==> src/rtl/bp_fe_lce_resp_serializer_pkg.sv <==
// Shared types and helpers for the LCE->CCE response serializer.
package bp_fe_lce_resp_serializer_pkg;

  // LCE->CCE response message types
  typedef enum logic [3:0] {
    e_lce_cce_sync_ack    = 4'd0,
    e_lce_cce_inv_ack     = 4'd1,
    e_lce_cce_coh_ack     = 4'd2,
    e_lce_cce_resp_wb     = 4'd3,
    e_lce_cce_resp_null_wb = 4'd4
  } bp_lce_cce_resp_type_e;

  // Packed response header: type, address, source and destination ids (70 bits)
  typedef struct packed {
    bp_lce_cce_resp_type_e msg_type;
    logic [39:0]           addr;
    logic [12:0]           src_id;
    logic [12:0]           dst_id;
  } bp_lce_cce_resp_s;

  localparam int lce_cce_resp_hdr_width_lp = $bits(bp_lce_cce_resp_s);

  // Only a real writeback carries a cache-block payload
  function automatic logic resp_has_data(input bp_lce_cce_resp_type_e t);
    return (t == e_lce_cce_resp_wb);
  endfunction

  // Number of flits needed to carry 'bits' bits on a 'flit_w'-bit link
  function automatic int flit_count(input int bits, input int flit_w);
    return (bits + flit_w - 1) / flit_w;
  endfunction

  // Counter width for 'n' flits, never narrower than one bit
  function automatic int cnt_width(input int n);
    return (n > 1) ? $clog2(n) : 1;
  endfunction

endpackage

==> src/rtl/bp_fe_lce_resp_serializer_flit_mux.sv <==
// Selects one flit-wide slice of {data, zero-padded hdr} by phase and slice index.
module bp_fe_lce_resp_serializer_flit_mux
  import bp_fe_lce_resp_serializer_pkg::*;
#(
  parameter int hdr_width_p  = 70,
  parameter int data_width_p = 512,
  parameter int flit_width_p = 128,
  parameter int cnt_width_p  = 2
) (
  input  logic [hdr_width_p-1:0]  hdr_i,
  input  logic [data_width_p-1:0] data_i,
  input  logic                    en_i,
  input  logic                    sel_data_i,
  input  logic [cnt_width_p-1:0]  cnt_i,
  output logic [flit_width_p-1:0] flit_o
);

  localparam int hdr_flits_lp     = flit_count(hdr_width_p, flit_width_p);
  localparam int data_flits_lp    = data_width_p / flit_width_p;
  localparam int hdr_pad_width_lp = hdr_flits_lp * flit_width_p;

  // Header bits above hdr_width_p in the last header flit read as zero
  logic [hdr_pad_width_lp-1:0] w_hdr_pad;
  assign w_hdr_pad = hdr_pad_width_lp'(hdr_i);

  // Slice select; output is forced to zero when no flit is being presented
  always_comb begin
    flit_o = '0;
    if (en_i) begin
      if (sel_data_i) begin
        for (int k = 0; k < data_flits_lp; k++)
          if (cnt_i == cnt_width_p'(k)) flit_o = data_i[k*flit_width_p +: flit_width_p];
      end else begin
        for (int k = 0; k < hdr_flits_lp; k++)
          if (cnt_i == cnt_width_p'(k)) flit_o = w_hdr_pad[k*flit_width_p +: flit_width_p];
      end
    end
  end

endmodule

==> src/rtl/bp_fe_lce_resp_serializer.sv <==
// Serializes one LCE->CCE response (header, then payload for writebacks) into link flits.
//
// Handshakes: a transfer happens on a rising clk_i edge where valid and ready are both 1.
// resp_ready_o depends only on state; once flit_v_o rises, flit_o/flit_last_o hold until
// flit_ready_i, and flit_v_o only drops after a handshake or on reset.
module bp_fe_lce_resp_serializer
  import bp_fe_lce_resp_serializer_pkg::*;
#(
  parameter int hdr_width_p  = 70,
  parameter int data_width_p = 512,
  parameter int flit_width_p = 128
) (
  input  logic                    clk_i,
  input  logic                    reset_i,
  input  logic [hdr_width_p-1:0]  resp_hdr_i,
  input  logic [data_width_p-1:0] resp_data_i,
  input  logic                    resp_has_data_i,
  input  logic                    resp_v_i,
  output logic                    resp_ready_o,
  output logic [flit_width_p-1:0] flit_o,
  output logic                    flit_last_o,
  output logic                    flit_v_o,
  input  logic                    flit_ready_i,
  output logic [1:0]              dbg_state_o
);

  localparam int hdr_flits_lp  = flit_count(hdr_width_p, flit_width_p);
  localparam int data_flits_lp = data_width_p / flit_width_p;
  localparam int max_flits_lp  = (hdr_flits_lp > data_flits_lp) ? hdr_flits_lp : data_flits_lp;
  localparam int cnt_width_lp  = cnt_width(max_flits_lp);
  localparam logic [cnt_width_lp-1:0] hdr_last_lp  = cnt_width_lp'(hdr_flits_lp - 1);
  localparam logic [cnt_width_lp-1:0] data_last_lp = cnt_width_lp'(data_flits_lp - 1);

  typedef enum logic [1:0] {
    e_idle = 2'd0,
    e_hdr  = 2'd1,
    e_data = 2'd2
  } state_e;

  state_e                    r_state, w_state_n;
  logic [cnt_width_lp-1:0]   r_cnt, w_cnt_n;
  logic                      w_capture;
  logic [hdr_width_p-1:0]    r_hdr;
  logic [data_width_p-1:0]   r_data;
  logic                      r_has_data;
  logic                      w_flit_hs;

  assign w_flit_hs   = flit_v_o & flit_ready_i;
  assign dbg_state_o = r_state;

  // State and slice counter
  always_ff @(posedge clk_i or posedge reset_i) begin
    if (reset_i) begin
      r_state <= e_idle;
      r_cnt   <= '0;
    end else begin
      r_state <= w_state_n;
      r_cnt   <= w_cnt_n;
    end
  end

  // Message capture registers, loaded only on acceptance
  always_ff @(posedge clk_i or posedge reset_i) begin
    if (reset_i) begin
      r_hdr      <= '0;
      r_data     <= '0;
      r_has_data <= 1'b0;
    end else if (w_capture) begin
      r_hdr      <= resp_hdr_i;
      r_data     <= resp_data_i;
      r_has_data <= resp_has_data_i;
    end
  end

  // Next-state, counter and handshake outputs
  always_comb begin
    w_state_n    = r_state;
    w_cnt_n      = r_cnt;
    w_capture    = 1'b0;
    resp_ready_o = 1'b0;
    flit_v_o     = 1'b0;
    flit_last_o  = 1'b0;
    case (r_state)
      e_idle: begin
        resp_ready_o = ~reset_i;
        if (resp_v_i && !reset_i) begin
          w_capture = 1'b1;
          w_state_n = e_hdr;
          w_cnt_n   = '0;
        end
      end
      e_hdr: begin
        flit_v_o    = 1'b1;
        flit_last_o = (r_cnt == hdr_last_lp) && !r_has_data;
        if (w_flit_hs) begin
          if (r_cnt == hdr_last_lp) begin
            w_cnt_n   = '0;
            w_state_n = r_has_data ? e_data : e_idle;
          end else begin
            w_cnt_n = r_cnt + 1'b1;
          end
        end
      end
      e_data: begin
        flit_v_o    = 1'b1;
        flit_last_o = (r_cnt == data_last_lp);
        if (w_flit_hs) begin
          if (r_cnt == data_last_lp) begin
            w_cnt_n   = '0;
            w_state_n = e_idle;
          end else begin
            w_cnt_n = r_cnt + 1'b1;
          end
        end
      end
      default: begin
        w_state_n = e_idle;
        w_cnt_n   = '0;
      end
    endcase
  end

  bp_fe_lce_resp_serializer_flit_mux #(
    .hdr_width_p (hdr_width_p),
    .data_width_p(data_width_p),
    .flit_width_p(flit_width_p),
    .cnt_width_p (cnt_width_lp)
  ) u_flit_mux (
    .hdr_i     (r_hdr),
    .data_i    (r_data),
    .en_i      (flit_v_o),
    .sel_data_i(r_state == e_data),
    .cnt_i     (r_cnt),
    .flit_o    (flit_o)
  );

  // Parameter sanity and flit hold while stalled
  a_params: assert property (@(posedge clk_i)
    (flit_width_p > 0) && ((data_width_p % flit_width_p) == 0));

  a_flit_hold: assert property (@(posedge clk_i) disable iff (reset_i)
    (flit_v_o && !flit_ready_i) |=> (flit_v_o && $stable(flit_o) && $stable(flit_last_o)));

endmodule

==> config.mk <==
export PLATFORM = sky130hd
export DESIGN_NAME = bp_fe_lce_resp_serializer
export DESIGN_NICKNAME = d
export VERILOG_FILES = /design/src/rtl/bp_fe_lce_resp_serializer_pkg.sv /design/src/rtl/bp_fe_lce_resp_serializer_flit_mux.sv /design/src/rtl/bp_fe_lce_resp_serializer.sv
export SDC_FILE = /design/constraint.sdc
export NUM_CORES = 1
export LEC_CHECK = 0
export BUFFER_PORTS_ARGS = -buffer_cell sky130_fd_sc_hd__buf_2
export CORE_AREA = 2 2 280 282
export DETAILED_ROUTE_END_ITERATION = 7
export DIE_AREA = 0 0 282 284
export MAX_ROUTING_LAYER = met4
export PLACE_DENSITY = 0.58
export SYNTH_ARGS = -nofsm -noshare
export SYNTH_HDL_FRONTEND = slang
export SYNTH_HIERARCHICAL = 1
export SYNTH_SLANG_ARGS = --single-unit
==> constraint.sdc <==
create_clock -name clk_i -period 52.6 [get_ports clk_i]
set_clock_uncertainty 0.15 [all_clocks]
set_input_delay 5.26 -clock clk_i [delete_from_list [all_inputs] [get_ports clk_i]]
set_output_delay 5.26 -clock clk_i [all_outputs]
set_load 0.01 [all_outputs]
# Word-level counts from Yosys, hierarchy flattened
# Cells that the tools add are included.
[totals]
regBits = 587
input_bits = 587
wordCells = 52
[classes]
add_sub_neg = 1
n_eq_ne = 10
mux = 25
bitwise = 2
reduce_logical = 9
[op_table]
columns = ["cell", "n"]
rows = [
  ["128-bit two-way mux", 6],
  ["70-bit two-way mux", 1],
  ["2-bit two-way mux", 11],
  ["2-bit one-hot mux with 3 select lines", 2],
  ["2-bit != test, second input constant", 5],
  ["2-bit equality test, second input constant", 3],
  ["5-bit AND reduction", 1],
  ["2-bit by 1-bit equality test with 1-bit output, second input constant", 2],
  ["2-bit zero test", 2],
  ["1-bit two-way mux", 4],
  ["3-bit AND reduction", 1],
  ["2-bit by 1-bit adder with 2-bit output, second input constant", 1],
  ["1-bit logical AND", 2],
  ["1-bit zero test", 2],
  ["1-bit one-hot mux with 2 select lines", 1],
  ["2-bit OR reduction", 1],
  ["1-bit AND", 1],
  ["1-bit inverter", 1],
]

# Logic depth before layout (Yosys ltp)
# Gate-level depths: netlist of the first run.
[logic_depth]
ltp_word = 7
mapped_depth = 7
depth_no_buf = 6

# By module
# Netlist of the first run, hierarchy kept.
[modules_own_cells]
columns = ["mod", "instances", "cells_per_inst", "area_per_inst_um2", "seq_area_each_um2"]
rows = [
  ["bp_fe_lce_resp_serializer", 1, 1273, 22255.1, 14689.1],
  ["bp_fe_lce_resp_serializer_flit_mux", 1, 536, 4596.9, 0.0],
]

# Worst setup path before layout of the first run
# OpenSTA, ideal clock, no wires.
[synth_path]
path_kind = "input -> output"
startpoint = "in reset_i"
endpoint = "out resp_ready_o"
arrival_ps = 5404
required_time_ps = 47190
path_slack_ps = 41786
stages = 1
n_path_buf = 0
path_cell_list = "nor2b_4"
[synth_between]
elab_chain_len = 2
[synth_rtl]
columns = ["element", "line", "rtl"]
rows = [
  ["start: declaration", "bp_fe_lce_resp_serializer.sv:14", "input logic reset_i,"],
  ["1-bit inverter", "bp_fe_lce_resp_serializer.sv:85", "resp_ready_o = ~reset_i;"],
  ["1-bit two-way mux", "bp_fe_lce_resp_serializer.sv:83", "case (r_state)"],
  ["end: declaration", "bp_fe_lce_resp_serializer.sv:19", "output logic resp_ready_o,"],
]
# No other way between the ends.

# Final worst setup path of the first run
# Same ends and word-level chain as after synthesis.

==> results_tabular.tex, run 1 <==
\begin{tabular}{lr}
\hline
Metric & Value \\
\hline
\multicolumn{2}{l}{\textbf{Power and ir drop}} \\
Pleak & 15.1 nW \\
Power after layout & 0.00199 W \\
Power Density & 59.5 nW/um\^{}2 \\
Maximum resistive drop on vdd & 35.0 uV \\
\multicolumn{2}{l}{\textbf{Worst setup path}} \\
Endpoint of the lowest-slack register-to-register path & r\_data[346] \\
Critical path's slowest cell & sky130\_fd\_sc\_hd\_\_nor2b\_4 \\
Kind of start point of the critical path & input pin \\
Crit path buffers/inverters & 2 \\
Setup slack, reg-to-reg & 47.83 ns \\
Sequence of cells on the critical path & buf\_2 -> nor2b\_4 -> buf\_2 \\
Most common cell on crit path & sky130\_fd\_sc\_hd\_\_buf\_2 \\
Category of the worst setup path capture point & primary output \\
Path type of the worst setup path & in2out \\
Length in cells of the worst reg-to-reg path & 8 \\
Cell class contributing the biggest share of worst-path delay & buffers and inverters \\
Worst reg2reg path startpoint & dbg\_state\_o[1] \\
Required time reported for the critical path endpoint & 47.19 ns \\
Stage delay of the slowest cell on the critical path & 0.19 ns \\
Highest net fanout along the worst path & 3 \\
Arrival @ worst endpoint & 5.76 ns \\
\multicolumn{2}{l}{\textbf{Routing}} \\
Top sig layer & met4 \\
Routed Antenna Nets & 0 \\
Detailed-route wire length per cell & 22.3 um \\
M1 WL & 31200 um \\
Starting DRC count in detailed routing & 973 \\
Overall via count from detail\_route & 17869 \\
WL met3 & 5450 um \\
Total wirelength of the detailed-routed design & 80500 um \\
Final routed DRC violation total & 0 \\
Length of the first detailed-routing pass in iterations & 5 \\
Via-to-Cell Ratio & 4.94 \\
Total length of routed met2 wires & 41200 um \\
\multicolumn{2}{l}{\textbf{Synthesis}} \\
Flip-flop cell with the highest count after synthesis & sky130\_fd\_sc\_hd\_\_dfrtp\_1 \\
Cell count after synthesis & 1809 \\
Area of the mapped netlist & 26900 sq um \\
Fraction of registers with async set or reset after synthesis & 100\% \\
Distinct cells, synth & 28 \\
\#FFs+latches synth & 587 \\
Synthesis warning total & 6 \\
Mean instance size in the synthesized netlist & 14.8 sq um \\
Most repeated cell in the gate-level netlist after synthesis & sky130\_fd\_sc\_hd\_\_mux2\_2 \\
List of most frequent post-synthesis cells & 600 x sky130\_fd\_sc\_hd\_\_mux2\_2, 587 x sky130\_fd\_sc\_hd\_\_dfrtp\_1, 73 x sky130\_fd\_sc\_hd\_\_buf\_6, 73 x sky130\_fd\_sc\_hd\_\_nor2\_1, 72 x sky130\_fd\_sc\_hd\_\_a21oi\_1 \\
Proportion of synthesized chip area in sequential cells & 54.7\% \\
Top cell type by total area after synthesis & sky130\_fd\_sc\_hd\_\_dfrtp\_1 \\
Post-synth top area share & 54.7\% \\
Post-Synthesis Net Count & 2404 \\
Synth area leaders & sky130\_fd\_sc\_hd\_\_dfrtp\_1 55\%, sky130\_fd\_sc\_hd\_\_mux2\_2 25\%, sky130\_fd\_sc\_hd\_\_mux4\_2 4.9\%, sky130\_fd\_sc\_hd\_\_buf\_6 3.1\%, sky130\_fd\_sc\_hd\_\_nor3\_2 2.6\% \\
Number of flops mapped to enable cells by yosys & 0 \\
\multicolumn{2}{l}{\textbf{Clocking}} \\
Buffer levels on the longest clock path & 3 \\
Cell at the root of the clock tree & sky130\_fd\_sc\_hd\_\_clkbuf\_16 \\
Number of gates resized after CTS & 0 \\
TritonCTS clock tree & yes \\
Clock sink count & 587 \\
Worst skew pair latency & 0.59 ns \\
TritonCTS buffer count & 69 \\
Total of hold buffers inserted after clock tree synthesis & 0 \\
Buffer count from post-CTS setup fixing & 0 \\
Clock H-tree levels & 3 \\
Clock-pin slew of the registers on the worst-case setup and hold paths & 0.06 ns \\
\multicolumn{2}{l}{\textbf{Floorplanning}} \\
Std-Cell Core Area & 77000 sq um \\
Standard-cell rows & 102 \\
Io pins & 720 \\
DIE WIDTH & 282 um \\
Die Ht & 284 um \\
Total die area & 80100 sq um \\
Effective utilization at floorplan & 34.9\% \\
\multicolumn{2}{l}{\textbf{STA}} \\
Post-Route Hold Slack & 0.340 ns \\
Measured slew at the worst slew-check pin & 1.13 ns \\
Rel. slew slack & 24.8\% \\
Timing-limited maximum frequency & 89.5 MHz \\
Final Setup Violations & 0 \\
Final critical path time including I/O delays and setup & 11.17 ns \\
Sum of negative setup slack & 0 ns \\
Final critical-path share of the clock period & 21.2\% \\
Slew Viols, Final & 0 \\
Unrepaired setup endpoints after global routing & false \\
Count of final hold-check violations & 0 \\
\multicolumn{2}{l}{\textbf{Min path}} \\
Worst hold path endpoint & r\_data[220] \\
Hold path depth & 1 \\
Hold WC Path Type & reg2reg \\
Start point of the worst min-delay path & r\_data[220] \\
\multicolumn{2}{l}{\textbf{Job}} \\
Max-capacitance violation count & 0 \\
\multicolumn{2}{l}{\textbf{GRT}} \\
Wire length of the first global-routing pass & 121000 um \\
Largest net degree at the start of global routing & 173 \\
Overall track demand over capacity in global routing & 20.4\% \\
Via count of the first global-routing pass & 19808 \\
Global route overflow & 0 \\
Number of antenna violations at the first check in global routing & 40 \\
\multicolumn{2}{l}{\textbf{Final layout}} \\
Fraction of layout instances using a drive strength above 1 & 62.3\% \\
Net total in the final layout & 3085 \\
Final design instance area without fill & 33400 sq um \\
Post-synthesis to final-layout area growth & 24.2\% \\
\multicolumn{2}{l}{\textbf{Place}} \\
Cell area after placement & 30900 sq um \\
DPL Wire Length & 56400 um \\
Count of port buffers added during placement & 719 \\
Global placer's final weighted congestion & 0.871 \\
\multicolumn{2}{l}{\textbf{Run status}} \\
Run status & finished, final reports clean \\
\hline
\end{tabular}
-- state kept, by name, summed over array words and instances, names as in the netlist --
name         count
dbg_state_o      2
r_cnt            2
r_data         512
r_has_data       1
r_hdr           70
-- placed cells by master, fill, tap and decap left out, types with 7 or more instances in the layout --
| cell | count |
|---|---|
| sky130_fd_sc_hd__a21oi_1 | 72 |
| sky130_fd_sc_hd__and2_1 | 59 |
| sky130_fd_sc_hd__buf_2 | 719 |
| sky130_fd_sc_hd__buf_4 | 18 |
| sky130_fd_sc_hd__bufinv_16 | 7 |
| sky130_fd_sc_hd__clkbuf_1 | 16 |
| sky130_fd_sc_hd__clkbuf_16 | 71 |
| sky130_fd_sc_hd__clkbuf_8 | 15 |
| sky130_fd_sc_hd__clkinv_2 | 8 |
| sky130_fd_sc_hd__dfrtp_1 | 585 |
| sky130_fd_sc_hd__diode_2 | 37 |
| sky130_fd_sc_hd__ha_1 | 8 |
| sky130_fd_sc_hd__mux2_1 | 54 |
| sky130_fd_sc_hd__mux2_2 | 600 |
| sky130_fd_sc_hd__mux4_2 | 58 |
| sky130_fd_sc_hd__nor2_1 | 73 |
| sky130_fd_sc_hd__nor3_2 | 70 |
| sky130_fd_sc_hd__o22ai_1 | 70 |
-- power by group --
group | switching (W) | internal [W] | total (W) | leakage, nW
clock | 0.000193 | 0.000304 | 0.000497 | 1.16
sequential | 0.000118 | 0.000682 | 0.000800 | 6.95
combinational | 0.000301 | 0.000388 | 0.000689 | 7.02
-- logic make-up after synthesis --
kind of cell | share of synthesized area (%)
buffers and inverters | 4.03
multiplexers | 32.3
AO/OA/AOI/OAI | 3.20
flip-flops | 54.7
AND/OR/NAND/NOR | 5.41
adder cells (fa/ha/maj) | 0.373
-- layer usage --
| layer | track usage [%] | vias up |
|---|---|---|
| li1 | - | 7979 |
| met1 | 23.1 | 9167 |
| met2 | 34.4 | 581 |
| met3 | 4.99 | 142 |
| met4 | 8.07 | 0 |
| met5 | - | - |
-- worst max path at each step --
stage	from	endpoint	slack [ns]	cells after the start
2_1_floorplan	reset_i	dbg_state_o[0]	30.76	1
3_3_place_gp	reset_i	resp_ready_o	41.42	3
3_5_place_dp	reset_i	resp_ready_o	41.44	3
4_1_cts	reset_i	resp_ready_o	41.43	3
5_1_grt	reset_i	resp_ready_o	41.42	3
6_report	reset_i	resp_ready_o	41.43	3
-- through the flow --
stage                     util [%]  cells  worst slack, ns
final                         43.3   3618            41.43
after CTS                     43.2   3581            41.43
after floorplan                  -   1809            30.76
after detailed placement      40.2   3459            41.44
after global routing          43.3   3618            41.42
after global placement        40.2   3459            41.42
-- cell type report --
| class | count | area [sq um] |
|---|---|---|
| multi-input combinational | 1087 | 11100 |
| clock buffer | 102 | 2040 |
| sequential | 587 | 14700 |
| timing repair buffer | 739 | 3770 |
| fill | 7154 | 43600 |
| tap | 1040 | 1300 |
| inverter | 6 | 30.0 |
| antenna | 37 | 92.6 |
| clock inverter | 20 | 308 |
Note: power is estimated with default switching activity, not from simulation.
==> run 2, diff against run 1 <==
Settings changed: ABC_AREA set to 1, CORE_AREA 2 2 280 282 to 2 2 276 278, DIE_AREA 0 0 282 284 to 0 0 278 280, PLACE_DENSITY 0.58 to 0.64.
Clock period 52.6 ns to 9.5 ns, I/O delays scaled along.
==> results_tabular.tex, run 2 <==
\begin{tabular}{lr}
\hline
Metric & Value \\
\hline
\multicolumn{2}{l}{\textbf{Run status}} \\
Run status & finished, final reports clean (unchanged) \\
\multicolumn{2}{l}{\textbf{STA}} \\
Rel. slew slack & 22.9\% (was 24.8\%) \\
Unrepaired setup endpoints after global routing & false (unchanged) \\
Measured slew at the worst slew-check pin & 1.16 ns (was 1.13 ns) \\
Final critical path time including I/O delays and setup & 5.23 ns \\
Sum of negative setup slack & 0 ns (unchanged) \\
Count of final hold-check violations & 0 (unchanged) \\
Final Setup Violations & 0 (unchanged) \\
Slew Viols, Final & 0 (unchanged) \\
Final critical-path share of the clock period & 55.1\% \\
Timing-limited maximum frequency & 191 MHz \\
\multicolumn{2}{l}{\textbf{Worst setup path}} \\
Worst reg2reg path startpoint & dbg\_state\_o[0] (was dbg\_state\_o[1]) \\
Critical path's slowest cell & sky130\_fd\_sc\_hd\_\_buf\_4 (was sky130\_fd\_sc\_hd\_\_nor2b\_4) \\
Highest net fanout along the worst path & 66 (was 3) \\
Endpoint of the lowest-slack register-to-register path & r\_data[302] (was r\_data[346]) \\
Kind of start point of the critical path & flip-flop (was input pin) \\
Path type of the worst setup path & reg2out (was in2out) \\
Required time reported for the critical path endpoint & 8.40 ns (was 47.19 ns) \\
Length in cells of the worst reg-to-reg path & 9 (was 8) \\
Category of the worst setup path capture point & primary output (unchanged) \\
Sequence of cells on the critical path & buf\_4 -> nand2\_4 -> inv\_6 -> buf\_4 -> nand2\_1 -> nand2\_1 -> inv\_1 -> a21oi\_1 -> buf\_2 (was buf\_2 -> nor2b\_4 -> buf\_2) \\
Arrival @ worst endpoint & 4.13 ns (was 5.76 ns) \\
Setup slack, reg-to-reg & 5.33 ns (was 47.83 ns) \\
Stage delay of the slowest cell on the critical path & 0.67 ns (was 0.19 ns) \\
\multicolumn{2}{l}{\textbf{Min path}} \\
Hold WC Path Type & reg2reg (unchanged) \\
Start point of the worst min-delay path & r\_data[311] (was r\_data[220]) \\
Hold path depth & 2 (was 1) \\
Worst hold path endpoint & r\_data[311] (was r\_data[220]) \\
\multicolumn{2}{l}{\textbf{Place}} \\
Global placer's final weighted congestion & 0.933 (was 0.871) \\
DPL Wire Length & 74500 um (was 56400 um) \\
Placed insts & 5314 (was 3459) \\
Count of port buffers added during placement & 719 (unchanged) \\
\multicolumn{2}{l}{\textbf{Final layout}} \\
Largest registers & r\_data x512, r\_hdr x70 (unchanged) \\
Largest register by flop count & r\_data (unchanged) \\
Area of the multi-input gates & 12100 sq um (was 11100 sq um) \\
Net total in the final layout & 5001 (was 3085) \\
Filler cells & 7639 (was 7154) \\
Storage element area & 14700 sq um (about the same) \\
Fraction of layout instances using a drive strength above 1 & 20.2\% (was 62.3\%) \\
Top library cells by usage in the layout, fill and taps aside & 1640 x sky130\_fd\_sc\_hd\_\_nand2\_1, 770 x sky130\_fd\_sc\_hd\_\_nand3\_1, 718 x sky130\_fd\_sc\_hd\_\_buf\_2 (was 719 x sky130\_fd\_sc\_hd\_\_buf\_2, 600 x sky130\_fd\_sc\_hd\_\_mux2\_2, 585 x sky130\_fd\_sc\_hd\_\_dfrtp\_1) \\
Non-filler instance count after layout & 5498 (was 3618) \\
Post-synthesis to final-layout area growth & 22.2\% (was 24.2\%) \\
Most common library cell in the layout ignoring fill and taps & sky130\_fd\_sc\_hd\_\_nand2\_1 (was sky130\_fd\_sc\_hd\_\_buf\_2) \\
Post-layout utilization of the core & 46.7\% (was 43.3\%) \\
Largest register FFs & 512 (unchanged) \\
\multicolumn{2}{l}{\textbf{Synthesis}} \\
Top cell type by total area after synthesis & sky130\_fd\_sc\_hd\_\_dfrtp\_1 (unchanged) \\
Most repeated cell in the gate-level netlist after synthesis & sky130\_fd\_sc\_hd\_\_nand2\_1 (was sky130\_fd\_sc\_hd\_\_mux2\_2) \\
List of most frequent post-synthesis cells & 1642 x sky130\_fd\_sc\_hd\_\_nand2\_1, 770 x sky130\_fd\_sc\_hd\_\_nand3\_1, 587 x sky130\_fd\_sc\_hd\_\_dfrtp\_1 (was 600 x sky130\_fd\_sc\_hd\_\_mux2\_2, 587 x sky130\_fd\_sc\_hd\_\_dfrtp\_1, 73 x sky130\_fd\_sc\_hd\_\_buf\_6, 73 x sky130\_fd\_sc\_hd\_\_nor2\_1, 72 x sky130\_fd\_sc\_hd\_\_a21oi\_1) \\
Fraction of registers with async set or reset after synthesis & 100\% (unchanged) \\
\#FFs+latches synth & 587 (unchanged) \\
Distinct cells, synth & 25 (was 28) \\
Synthesis warning total & 6 (unchanged) \\
Proportion of synthesized chip area in sequential cells & 51.1\% (was 54.7\%) \\
Post-Synthesis Net Count & 4462 (was 2404) \\
Synth area leaders & sky130\_fd\_sc\_hd\_\_dfrtp\_1 51\%, sky130\_fd\_sc\_hd\_\_nand2\_1 21\%, sky130\_fd\_sc\_hd\_\_nand3\_1 13\%, sky130\_fd\_sc\_hd\_\_buf\_2 3.7\%, sky130\_fd\_sc\_hd\_\_nor2\_1 2.6\% (was sky130\_fd\_sc\_hd\_\_dfrtp\_1 55\%, sky130\_fd\_sc\_hd\_\_mux2\_2 25\%, sky130\_fd\_sc\_hd\_\_mux4\_2 4.9\%, sky130\_fd\_sc\_hd\_\_buf\_6 3.1\%, sky130\_fd\_sc\_hd\_\_nor3\_2 2.6\%) \\
Number of flops mapped to enable cells by yosys & 0 (unchanged) \\
Post-synth top area share & 51.1\% (was 54.7\%) \\
Cell count after synthesis & 3867 (was 1809) \\
Mean instance size in the synthesized netlist & 7.44 sq um (was 14.8 sq um) \\
Area of the mapped netlist & 28800 sq um (was 26900 sq um) \\
Flip-flop cell with the highest count after synthesis & sky130\_fd\_sc\_hd\_\_dfrtp\_1 (unchanged) \\
\multicolumn{2}{l}{\textbf{Power and ir drop}} \\
Power after layout & 0.0115 W (was 0.00199 W) \\
Maximum resistive drop on vdd & 188 uV (was 35.0 uV) \\
Power Density & 326 nW/um\^{}2 (was 59.5 nW/um\^{}2) \\
Pleak & 19.4 nW (was 15.1 nW) \\
\multicolumn{2}{l}{\textbf{Clocking}} \\
Clock H-tree levels & 3 (unchanged) \\
Worst skew pair latency & 0.59 ns (about the same) \\
Buffer levels on the longest clock path & 3 (unchanged) \\
Number of gates resized after CTS & 0 (unchanged) \\
TritonCTS buffer count & 68 (was 69) \\
Buffer count from post-CTS setup fixing & 0 (unchanged) \\
Clock sink count & 587 (unchanged) \\
Total of hold buffers inserted after clock tree synthesis & 0 (unchanged) \\
Cell at the root of the clock tree & sky130\_fd\_sc\_hd\_\_clkbuf\_16 (unchanged) \\
TritonCTS clock tree & yes (unchanged) \\
Clock-pin slew of the registers on the worst-case setup and hold paths & 0.06 ns (about the same) \\
\multicolumn{2}{l}{\textbf{Floorplanning}} \\
DIE WIDTH & 278 um (was 282 um) \\
Effective utilization at floorplan & 38.3\% (was 34.9\%) \\
Die Ht & 280 um (was 284 um) \\
Standard-cell rows & 101 (was 102) \\
Io pins & 720 (unchanged) \\
Std-Cell Core Area & 75200 sq um (was 77000 sq um) \\
Total die area & 77800 sq um (was 80100 sq um) \\
\multicolumn{2}{l}{\textbf{GRT}} \\
Number of antenna violations at the first check in global routing & 54 (was 40) \\
Wire length of the first global-routing pass & 167000 um (was 121000 um) \\
Global route overflow & 0 (unchanged) \\
Largest net degree at the start of global routing & 201 (was 173) \\
Via count of the first global-routing pass & 27138 (was 19808) \\
Overall track demand over capacity in global routing & 28.7\% (was 20.4\%) \\
\multicolumn{2}{l}{\textbf{Routing}} \\
Final routed DRC violation total & 0 (unchanged) \\
Routed Antenna Nets & 0 (unchanged) \\
Length of the first detailed-routing pass in iterations & 5 (unchanged) \\
Starting DRC count in detailed routing & 2840 (was 973) \\
Detailed-route wire length per cell & 20.3 um (was 22.3 um) \\
Total wirelength of the detailed-routed design & 112000 um (was 80500 um) \\
Via-to-Cell Ratio & 5.18 (was 4.94) \\
Overall via count from detail\_route & 28457 (was 17869) \\
\multicolumn{2}{l}{\textbf{Job}} \\
Max-capacitance violation count & 0 (unchanged) \\
\hline
\end{tabular}
[run 2: cell types whose count changed after synthesis, moves of 58 or more]
cell,delta
sky130_fd_sc_hd__inv_1,+146
sky130_fd_sc_hd__buf_6,-66
sky130_fd_sc_hd__mux4_2,-58
sky130_fd_sc_hd__and2_1,-60
sky130_fd_sc_hd__nand3_1,+768
sky130_fd_sc_hd__mux2_2,-600
sky130_fd_sc_hd__o22ai_1,-70
sky130_fd_sc_hd__buf_2,+198
sky130_fd_sc_hd__nand2_1,+1638
sky130_fd_sc_hd__nor3_2,-70
sky130_fd_sc_hd__nor2_1,+123
[run 2: logic make-up after synthesis]
family	count (synthesis)	synth area share (%)
simple gates	2653	38.5
compound gates	169	3.10
fa+ha+maj	8	0.348
flops	587	51.1
buf+inv	450	7.02
[run 2: layout make-up]
type	instances	share of cell area [%]
Clock buffer	95	5.67
Tap cell	978	3.48
Antenna cell	59	0.420
Clock inverter	30	1.20
Timing Repair Buffer	762	11.3
Multi-Input combinational cell	2830	34.4
Inverter	157	1.71
Sequential cell	587	41.8
[run 2: where the power goes]
group | switching [W] | internal [W]
Clock | 0.00112 | 0.00168
Sequential | 0.000725 | 0.00375
Combinational | 0.00280 | 0.00140
[run 2: routing by layer]
metal	vias up	global-route usage [%]	routed length, um
li1	13430	-	-
met3	209	5.61	9170
met4	0	11.4	3940
met2	1179	44.2	52400
met1	13639	37.4	46100
met5	-	-	0
[run 2: worst max-delay path by stage]
| stage | cells after the start | start | end |
|---|---|---|---|
| 3_5_place_dp | 9 | r_cnt[1] | flit_o[39] |
| 2_1_floorplan | 6 | reset_i | r_cnt[1] |
| 6_report | 9 | r_cnt[1] | flit_o[59] |
| 4_1_cts | 9 | r_cnt[1] | flit_o[59] |
| 5_1_grt | 9 | r_cnt[1] | flit_o[53] |
| 3_3_place_gp | 9 | r_cnt[1] | flit_o[27] |
[run 2: per-stage QoR]
step                      setup slack, ns  instance area, sq um  hold slack [ns]
after global routing                 4.03                 35100            0.326
after CTS                            4.30                 35000            0.288
final                                4.27                 35200            0.311
after global placement               5.01                 32600            0.296
after detailed placement             4.97                 32600            0.301
after floorplan                    -0.732                 28800            0.284
[run 2: critical path, delay by kind of cell (launching register included)]
| kind | cells | cell delay [ns] |
|---|---|---|
| AOI/OAI and AO/OA | 1 | 0.20 |
| DFF | 1 | 0.63 |
| and+or+nand+nor | 3 | 0.51 |
| buffers and inverters | 5 | 1.95 |
==> run 3, diff against run 2 <==
Settings changed: CORE_AREA 2 2 276 278 to 2 2 282 284, DIE_AREA 0 0 278 280 to 0 0 284 286, PLACE_DENSITY 0.64 to 0.6.
Clock period 9.5 ns to 5.41 ns, I/O delays scaled along.
==> results_tabular.tex, run 3 (synthesis gave the netlist of run 2 again) <==
\begin{tabular}{lr}
\hline
Metric & Value \\
\hline
\multicolumn{2}{l}{\textbf{Final layout}} \\
Largest registers & r\_data x512, r\_hdr x70 (unchanged) \\
Post-layout utilization of the core & 49.3\% (was 46.7\%) \\
Net total in the final layout & 5347 (was 5001) \\
Largest register by flop count & r\_data (unchanged) \\
Most common library cell in the layout ignoring fill and taps & sky130\_fd\_sc\_hd\_\_nand2\_1 (unchanged) \\
Post-synthesis to final-layout area growth & 34.2\% (was 22.2\%) \\
Top library cells by usage in the layout, fill and taps aside & 1640 x sky130\_fd\_sc\_hd\_\_nand2\_1, 770 x sky130\_fd\_sc\_hd\_\_nand3\_1, 718 x sky130\_fd\_sc\_hd\_\_buf\_2 (unchanged) \\
Non-filler instance count after layout & 5899 (was 5498) \\
Largest register FFs & 512 (unchanged) \\
Fraction of layout instances using a drive strength above 1 & 18.4\% (was 20.2\%) \\
\multicolumn{2}{l}{\textbf{Worst setup path}} \\
Arrival @ worst endpoint & 3.75 ns (was 4.13 ns) \\
Highest net fanout along the worst path & 25 (was 66) \\
Critical path's slowest cell & sky130\_fd\_sc\_hd\_\_nor3b\_4 (was sky130\_fd\_sc\_hd\_\_buf\_4) \\
Endpoint of the lowest-slack register-to-register path & r\_data[117] (was r\_data[302]) \\
Path type of the worst setup path & reg2out (unchanged) \\
Stage delay of the slowest cell on the critical path & 0.86 ns (was 0.67 ns) \\
Worst reg2reg path startpoint & dbg\_state\_o[0] (unchanged) \\
Required time reported for the critical path endpoint & 4.72 ns (was 8.40 ns) \\
Kind of start point of the critical path & flip-flop (unchanged) \\
Setup slack, reg-to-reg & 2.35 ns (was 5.33 ns) \\
Length in cells of the worst reg-to-reg path & 8 (was 9) \\
Category of the worst setup path capture point & primary output (unchanged) \\
Sequence of cells on the critical path & inv\_1 -> ha\_2 -> nor3b\_4 -> buf\_4 -> a21oi\_1 -> nor2\_1 -> buf\_2 (was buf\_4 -> nand2\_4 -> inv\_6 -> buf\_4 -> nand2\_1 -> nand2\_1 -> inv\_1 -> a21oi\_1 -> buf\_2) \\
\multicolumn{2}{l}{\textbf{Clocking}} \\
Clock sink count & 587 (unchanged) \\
TritonCTS clock tree & yes (unchanged) \\
Worst skew pair latency & 0.61 ns (was 0.59 ns) \\
Clock H-tree levels & 3 (unchanged) \\
Cell at the root of the clock tree & sky130\_fd\_sc\_hd\_\_clkbuf\_16 (unchanged) \\
TritonCTS buffer count & 70 (was 68) \\
Buffer count from post-CTS setup fixing & 0 (unchanged) \\
Clock-pin slew of the registers on the worst-case setup and hold paths & 0.06 ns (about the same) \\
Buffer levels on the longest clock path & 3 (unchanged) \\
\multicolumn{2}{l}{\textbf{STA}} \\
Unrepaired setup endpoints after global routing & false (unchanged) \\
Timing-limited maximum frequency & 225 MHz \\
Final critical-path share of the clock period & 82.1\% \\
Final setup slack of the worst path & 0.970 ns (was 4.27 ns) \\
Rel. slew slack & 19.6\% (was 22.9\%) \\
Measured slew at the worst slew-check pin & 1.21 ns (was 1.16 ns) \\
Count of final hold-check violations & 0 (unchanged) \\
Slew Viols, Final & 0 (unchanged) \\
Final critical path time including I/O delays and setup & 4.44 ns \\
Final Setup Violations & 0 (unchanged) \\
\multicolumn{2}{l}{\textbf{Place}} \\
Placed insts & 5380 (was 5314) \\
DPL Wire Length & 75300 um (was 74500 um) \\
Count of port buffers added during placement & 719 (unchanged) \\
Global placer's final weighted congestion & 0.971 (was 0.933) \\
Worst-case setup slack after placement & 1.64 ns (was 4.97 ns) \\
\multicolumn{2}{l}{\textbf{Floorplanning}} \\
Total die area & 81200 sq um (was 77800 sq um) \\
Standard-cell rows & 103 (was 101) \\
Die Ht & 286 um (was 280 um) \\
Io pins & 720 (unchanged) \\
Effective utilization at floorplan & 36.7\% (was 38.3\%) \\
DIE WIDTH & 284 um (was 278 um) \\
Std-Cell Core Area & 78400 sq um (was 75200 sq um) \\
\multicolumn{2}{l}{\textbf{Routing}} \\
Routed Antenna Nets & 0 (unchanged) \\
Total wirelength of the detailed-routed design & 115000 um (was 112000 um) \\
Detailed-route wire length per cell & 19.4 um (was 20.3 um) \\
Overall via count from detail\_route & 29799 (was 28457) \\
Final routed DRC violation total & 0 (unchanged) \\
Via-to-Cell Ratio & 5.05 (was 5.18) \\
Length of the first detailed-routing pass in iterations & 6 (was 5) \\
Starting DRC count in detailed routing & 3048 (was 2840) \\
\multicolumn{2}{l}{\textbf{Run status}} \\
Run status & finished, final reports clean (unchanged) \\
\multicolumn{2}{l}{\textbf{Power and ir drop}} \\
Power Density & 523 nW/um\^{}2 (was 326 nW/um\^{}2) \\
Maximum resistive drop on vdd & 324 uV (was 188 uV) \\
Pleak & 20.8 nW (was 19.4 nW) \\
\multicolumn{2}{l}{\textbf{Job}} \\
Max-capacitance violation count & 0 (unchanged) \\
\multicolumn{2}{l}{\textbf{GRT}} \\
Via count of the first global-routing pass & 28644 (was 27138) \\
Number of antenna violations at the first check in global routing & 35 (was 54) \\
Wire length of the first global-routing pass & 173000 um (was 167000 um) \\
Overall track demand over capacity in global routing & 28.2\% (was 28.7\%) \\
Global route overflow & 0 (unchanged) \\
Largest net degree at the start of global routing & 226 (was 201) \\
\multicolumn{2}{l}{\textbf{Min path}} \\
Hold path depth & 3 (was 2) \\
Worst hold path endpoint & r\_hdr[33] (was r\_data[311]) \\
Hold WC Path Type & in2reg (was reg2reg) \\
Start point of the worst min-delay path & resp\_hdr\_i[33] (was r\_data[311]) \\
\hline
\end{tabular}
run 3: cell types whose count changed in the layout (fill, tap and decap cells not counted), moves of 5 or more:
cell,delta
sky130_fd_sc_hd__bufinv_16,-6
sky130_fd_sc_hd__buf_12,+7
sky130_fd_sc_hd__diode_2,-17
sky130_fd_sc_hd__dlygate4sd3_1,+350
sky130_fd_sc_hd__clkbuf_1,+12
sky130_fd_sc_hd__clkinvlp_4,-5
sky130_fd_sc_hd__buf_4,-13
run 3: how the worst max path moves through the flow:
stage | start | endpoint | slack, ns | cells past startpoint
final | dbg_state_o[1] | flit_o[47] | 0.97 | 7
after global placement | r_cnt[1] | flit_o[76] | 1.63 | 6
after CTS | r_cnt[1] | flit_o[76] | 0.96 | 6
after floorplan | reset_i | r_cnt[1] | -4.41 | 6
after global routing | r_cnt[1] | flit_o[76] | 0.74 | 6
after detailed placement | r_cnt[1] | flit_o[76] | 1.64 | 6
run 3: report_power, final:
part	internal, W	switching (W)	leakage, nW
registers	0.00659	0.00132	7.29
clock network	0.00272	0.00197	1.11
logic	0.00264	0.00497	12.4
run 3: metrics by stage:
stage               power (W)  hold WS, ns  setup TNS (ns)  area (sq um)
floorplan              0.0126        0.284        -1949.76         28800
global placement       0.0152        0.297               0         32700
detailed placement     0.0153        0.301               0         32700
CTS                    0.0203    0.0000355               0         38500
global route           0.0217       0.0126               0         38600
finish                 0.0202       0.0255               0         38600
run 3: timing repair:
item | CTS | global route
hold endpoints to repair | 374 | 0
gates resized for setup | 0 | 0
hold buffers | 350 | 0
run 3: critical path, delay by kind of cell, from the launching register on:
kind,cells,cell delay [ns]
simple gates,2,1.10
flops,1,0.42
fa+ha+maj,1,0.69
buf+inv,3,0.79
compound gates,1,0.11
run 3: metal layers:
metal / GRT usage (%) / vias to the layer above / share of wire (%)
met2: 44.0 / 1273 / 47
met4: 12.6 / 0 / 4.5
li1: - / 14089 / -
met3: 5.28 / 293 / 7.4
met5: - / - / 0
met1: 35.7 / 14144 / 41
run 3: layout make-up:
cell class              count  area (sq um)
fillers                  7823         39800
flip-flops and latches    587         14700
multi-input cells        2830         12100
repair buffers           1106          7530
clock buffers             108          2080
well taps                1050          1310
inverters                 157           602
clock inverters            19           195
diodes                     42           105
